[src/rtl/keypad_scan.sv]
// 4x4 matrix keypad scanner: strobes one row at a time, debounces whole-frame results
// and turns accepted presses into hex key codes plus an 8-digit entry register.
//
// state   | meaning
// IDLE    | no key held, waiting for a frame with exactly one contact
// CONFIRM | candidate latched, counting matching frames in fc
// HELD    | press accepted, key_held high, further keys ignored
// RELEASE | counting empty frames in fc before dropping key_held
module keypad_scan #(
    parameter int SCAN_BITS = 15,
    parameter int DEBOUNCE  = 3
) (
    input  logic        cclk,
    input  logic        rst,
    output logic [3:0]  row,
    input  logic [3:0]  col,
    output logic [3:0]  key,
    output logic        key_valid,
    output logic        key_held,
    output logic [31:0] val
);

    localparam int         CW = SCAN_BITS + 2;
    localparam logic [2:0] DB = 3'(DEBOUNCE);

    typedef enum logic [1:0] {IDLE, CONFIRM, HELD, RELEASE} state_t;

    function automatic logic [31:0] entry_next(input logic [31:0] v, input logic [3:0] k);
        if (k <= 4'd9)
            return {v[27:0], k};
        else if (k == 4'hB)
            return {4'h0, v[31:4]};
        else if (k == 4'hC)
            return 32'h0;
        else
            return v;
    endfunction

    logic [3:0]    col_m;
    logic [3:0]    col_s;
    logic [CW-1:0] cnt;
    logic [CW-1:0] cnt_nxt;
    logic [1:0]    r_cur;
    logic [1:0]    r_nxt;
    logic          sample;
    logic          frame_end;

    logic [3:0]    pressed;
    logic [2:0]    row_cnt;
    logic [1:0]    col_idx;
    logic [1:0]    acc_hits;
    logic [3:0]    acc_code;
    logic [1:0]    tot_hits;
    logic [3:0]    tot_code;
    logic          frame_hit;

    state_t        state;
    logic [2:0]    fc;
    logic [3:0]    cand;

    always_ff @(posedge cclk or negedge rst) begin
        if (!rst) begin
            col_m <= 4'hF;
            col_s <= 4'hF;
        end else begin
            col_m <= col;
            col_s <= col_m;
        end
    end

    assign cnt_nxt   = cnt + CW'(1);
    assign r_cur     = cnt[CW-1 -: 2];
    assign r_nxt     = cnt_nxt[CW-1 -: 2];
    assign sample    = &cnt[SCAN_BITS-1:0];
    assign frame_end = sample && (r_cur == 2'd3);

    // Row is computed from the next count so the driven row always matches r_cur.
    always_ff @(posedge cclk or negedge rst) begin
        if (!rst) begin
            cnt <= '0;
            row <= 4'b1110;
        end else begin
            cnt <= cnt_nxt;
            row <= ~(4'b0001 << r_nxt);
        end
    end

    assign pressed = ~col_s;
    assign row_cnt = 3'($countones(pressed));

    always_comb begin
        col_idx = 2'd0;
        for (int c = 3; c >= 0; c--) begin
            if (pressed[c])
                col_idx = 2'(c);
        end
    end

    // Contact count saturates at 2: anything beyond one contact is ghosting.
    always_comb begin
        tot_code = acc_code;
        if (row_cnt >= 3'd2 || acc_hits >= 2'd2 || (row_cnt == 3'd1 && acc_hits == 2'd1))
            tot_hits = 2'd2;
        else
            tot_hits = acc_hits + row_cnt[1:0];
        if (row_cnt == 3'd1)
            tot_code = {r_cur, col_idx};
    end

    assign frame_hit = (tot_hits == 2'd1);

    always_ff @(posedge cclk or negedge rst) begin
        if (!rst) begin
            acc_hits <= 2'd0;
            acc_code <= 4'd0;
        end else if (sample) begin
            if (r_cur == 2'd3) begin
                acc_hits <= 2'd0;
                acc_code <= 4'd0;
            end else begin
                acc_hits <= tot_hits;
                acc_code <= tot_code;
            end
        end
    end

    always_ff @(posedge cclk or negedge rst) begin
        if (!rst) begin
            state     <= IDLE;
            fc        <= 3'd0;
            cand      <= 4'd0;
            key       <= 4'd0;
            key_valid <= 1'b0;
            key_held  <= 1'b0;
            val       <= 32'h0;
        end else begin
            key_valid <= 1'b0;
            if (frame_end) begin
                case (state)
                    IDLE: begin
                        if (frame_hit) begin
                            cand <= tot_code;
                            fc   <= 3'd1;
                            if (DB == 3'd1) begin
                                key       <= tot_code;
                                key_valid <= 1'b1;
                                key_held  <= 1'b1;
                                val       <= entry_next(val, tot_code);
                                state     <= HELD;
                            end else begin
                                state <= CONFIRM;
                            end
                        end
                    end
                    CONFIRM: begin
                        if (frame_hit && tot_code == cand) begin
                            if (fc + 3'd1 >= DB) begin
                                key       <= cand;
                                key_valid <= 1'b1;
                                key_held  <= 1'b1;
                                val       <= entry_next(val, cand);
                                fc        <= 3'd0;
                                state     <= HELD;
                            end else begin
                                fc <= fc + 3'd1;
                            end
                        end else begin
                            fc    <= 3'd0;
                            state <= IDLE;
                        end
                    end
                    HELD: begin
                        if (!frame_hit) begin
                            if (DB == 3'd1) begin
                                key_held <= 1'b0;
                                fc       <= 3'd0;
                                state    <= IDLE;
                            end else begin
                                fc    <= 3'd1;
                                state <= RELEASE;
                            end
                        end
                    end
                    RELEASE: begin
                        if (frame_hit) begin
                            fc    <= 3'd0;
                            state <= HELD;
                        end else if (fc + 3'd1 >= DB) begin
                            key_held <= 1'b0;
                            fc       <= 3'd0;
                            state    <= IDLE;
                        end else begin
                            fc <= fc + 3'd1;
                        end
                    end
                    default: state <= IDLE;
                endcase
            end
        end
    end

endmodule

[config.mk]
export PLATFORM = sky130hd
export DESIGN_NAME = keypad_scan
export DESIGN_NICKNAME = d
export VERILOG_FILES = /design/src/rtl/keypad_scan.sv
export SDC_FILE = /design/constraint.sdc
export NUM_CORES = 1
export LEC_CHECK = 0
export ABC_CLOCK_PERIOD_IN_PS = 6000
export CELL_PAD_IN_SITES_DETAIL_PLACEMENT = 0
export CELL_PAD_IN_SITES_GLOBAL_PLACEMENT = 2
export CORE_UTILIZATION = 35
export DETAILED_ROUTE_END_ITERATION = 7
export PLACE_DENSITY_LB_ADDON = 0.1
export SYNTH_ARGS = -nofsm -noshare
export SYNTH_HDL_FRONTEND = slang
export SYNTH_SLANG_ARGS = --single-unit
export TNS_END_PERCENT = 1
[constraint.sdc]
create_clock -name cclk -period 6 [get_ports cclk]
set_input_delay 1.5 -clock cclk [delete_from_list [all_inputs] [get_ports cclk]]
set_output_delay 1.5 -clock cclk [all_outputs]
set_load 0.02 [all_outputs]
==> results.json <==
{
  "outcome": "completed",
  "ys_types": 46,
  "p_total_w": 0.001177,
  "slew_headroom_pct": 28.33,
  "die_x_microns": 109.0,
  "synth_area_leader_cell": "dfrtp_1",
  "hpwl_mm": 5.411,
  "ctsRootBufferMaster": "clkbuf_16",
  "skew_ns": 0.007175,
  "io_buffers": 47,
  "cts.repair.resized": 0,
  "path_class": "flop to flop",
  "fin_crit_ns": 4.530,
  "io_pins": 48,
  "synth.area.mux_share_pct": 13.05,
  "p_sw_w": 0.0002546,
  "drtPass1Iterations": 4,
  "clkTransAtPathRegs_ns": 0.06,
  "drive_gt1_share_pct": 17.01,
  "fp.dieArea_sq_um": 11880,
  "pwr-share-seq_pct": 47.6,
  "cts_sinks": 82,
  "ys_warn_count": 0,
  "synth_fa_ha_area_share_pct": 2.686,
  "rows": 38,
  "grt_pass1_vias": 2671,
  "drtAntennaViolNets": 0,
  "fin_setup_tns_ns": 0,
  "grt_usage_pct": 15.63,
  "maxCapViolations": 0,
  "clk_latency_ns": 0.34,
  "hp-class": "flop to flop",
  "synth_top_area_share_pct": 44.35,
  "grt_max_degree": 83,
  "rsz0062_at_grt": "false",
  "wl_per_cell_microns": 15.47,
  "worstPathRequired_ns": 6.22,
  "syn_avg_cell_area_sq_um": 11.68,
  "fmax_mhz": 220.7,
  "cp-end-kind": "flop",
  "grt-ovfl-total": 0,
  "worstPathMaxFanout": 32,
  "cts_tree": "yes",
  "synthXorXnorAreaFrac_pct": 4.591,
  "yosysMostFrequentCell": "dfrtp_1",
  "power_density_nw_per_um2": 240.3,
  "ys_ff_latch": 82,
  "cts_hold_buf": 0,
  "synth_compound_area_share_pct": 11.27,
  "arrival_ns": 4.75,
  "wirelength_mm": 8.259,
  "synth_edf_count": 0,
  "synth_cells": 343,
  "synth_area_sq_um": 4006,
  "syn_nets": 357,
  "hold_viol": 0,
  "cts_buffers": 9,
  "clkPwrFrac_pct": 47.7,
  "p_int_w": 0.0009224,
  "final_area_sq_um": 4898,
  "p_leak_nw": 2.330,
  "die_y_microns": 109.0,
  "antenna_found_initial": 0,
  "switching_share_pct": 21.63,
  "dr_total_vias": 2664,
  "worstMarginPinSlew_ns": 1.075,
  "drc": 0,
  "synth_top_family_by_area": "multiplexers",
  "layout.nets": 403,
  "yosys-top-cells-area": "dfrtp_1 44%, mux2_4 9.4%, dfstp_2 7.2%",
  "global_route.usage.met3_pct": 4.842,
  "slew_violations": 0,
  "fin_crit_sh_pct": 75.50,
  "area_delta_synth_final_pct": 22.27,
  "dpl_cell_area_sq_um": 4599,
  "clock_path_buffers": 2,
  "h-tree-depth": 3,
  "drtIter0Drc": 141,
  "diodes": 0,
  "ir_worst_vdd_mv": 0.1437,
  "start_util_pct": 36.48,
  "finalSetupViolations": 0,
  "synth_seq_area_share_pct": 51.56,
  "use_met2_pct": 21.97,
  "gp_congestion": 0.7378,
  "fp.coreArea_sq_um": 10980,
  "via_per_inst": 4.989,
  "post_cts_buffers": 0,
  "gr-usage-met1_pct": 22.10,
  "grt.busiest_layer": "met1",
  "synth_common_cells": "71 x dfrtp_1, 31 x nand2_1, 28 x a22o_1",
  "synthArstFlopShare_pct": 100.0,
  "start_kind": "flop",
  "synth-simple-area-share_pct": 12.96,
  "power_frac_comb_pct": 4.8,
  "ys.flop_type": "dfrtp_1",
  "grt_pass1_wl_mm": 13.98
}
==> registers in the layout, indices dropped and copies added (netlist names) <==
name / flops
col_m: 4
key: 4
row: 4
state: 2
key_held: 1
acc_hits: 2
col_s: 4
fc: 3
cnt: 17
acc_code: 4
val: 32
key_valid: 1
cand: 4
==> logic make-up after synthesis <==
group                      Yosys count
AOI/OAI and AO/OA                   60
xor gates and xnor gates            21
adders and majority gates            8
buffers and inverters               35
DFF                                 82
muxes                               39
and+or+nand+nor                     98
==> cell type report <==
class                   count  area [sq um]
clock buffers              14         264.0
clock inverters             2         35.03
fillers                  1030          6085
inverters                  19         71.32
multi-input cells         226          1789
flip-flops and latches     82          2066
well taps                 140         175.2
repair buffers             51         498.0
==> worst paths after layout <==
kind                       startpoint        to  slack (ns)  depth (start not counted)
min reg2reg                  col_m[1]  col_s[1]        0.35                          0
max in group asynchronous         rst   cnt[12]        3.95                          1
min in group asynchronous         rst     fc[2]        1.32                          1
max reg2reg                  col_s[1]   val[19]        1.47                         11
min                          col_m[1]  col_s[1]        0.35                          0
max                          col_s[1]   val[19]        1.47                         11
==> metrics by stage <==
stage | util, % | hold slack (ns) | std cells | worst slack (ns)
3_3_place_gp | 41.88 | 0.3463 | 518 | 1.507
4_1_cts | 44.60 | 0.3530 | 534 | 1.420
2_1_floorplan | - | 0.3452 | 343 | 2.260
3_5_place_dp | 41.88 | 0.3481 | 518 | 1.432
5_1_grt | 44.60 | 0.3642 | 534 | 1.160
6_report | 44.60 | 0.3538 | 534 | 1.470
==> layout by cell type, fill, tap and decap left out, types with 4 or more instances in the layout <==
master and count:
mux2_2 6, buf_4 5, o21ai_0 10, clkdlybuf4s50_1 46
ha_1 7, a21oi_1 9, a22o_1 28, nor3_1 4
nor2_1 15, nand3_1 13, and3_1 5, xnor2_1 9
dfstp_2 11, nand2_1 31, clkbuf_16 9, xor2_1 12
inv_1 19, mux2_4 25, nand4_1 6, dfrtp_1 71
mux2i_1 8
==> worst max-delay path, stage by stage, from the launching register on <==
cell and delay, ns:
dfstp_2 0.56, fa_1 0.41, inv_1 0.06, ha_1 0.15, inv_1 0.05, ha_1 0.33
or3b_1 0.51, a211oi_1 0.38, o21ai_0 0.20, a211oi_4 0.48, nand4_4 0.72, mux2_4 0.54
==> layer usage <==
layer	part of all wire [%]	wire length [microns]
met1	53	4338
met2	42	3475
met3	3.5	290
met4	1.9	155
met5	0	0
==> power groups by stage <==
stage          Combinational, W  Clock [W]  Sequential, W
2_1_floorplan         0.0000341          0       0.000569
3_3_place_gp          0.0000577          0       0.000570
3_5_place_dp          0.0000579          0       0.000570
4_1_cts               0.0000580   0.000581       0.000560
5_1_grt               0.0000647   0.000608       0.000560
6_report              0.0000561   0.000561       0.000560
No activity file was read; power rests on OpenSTA's default activity.
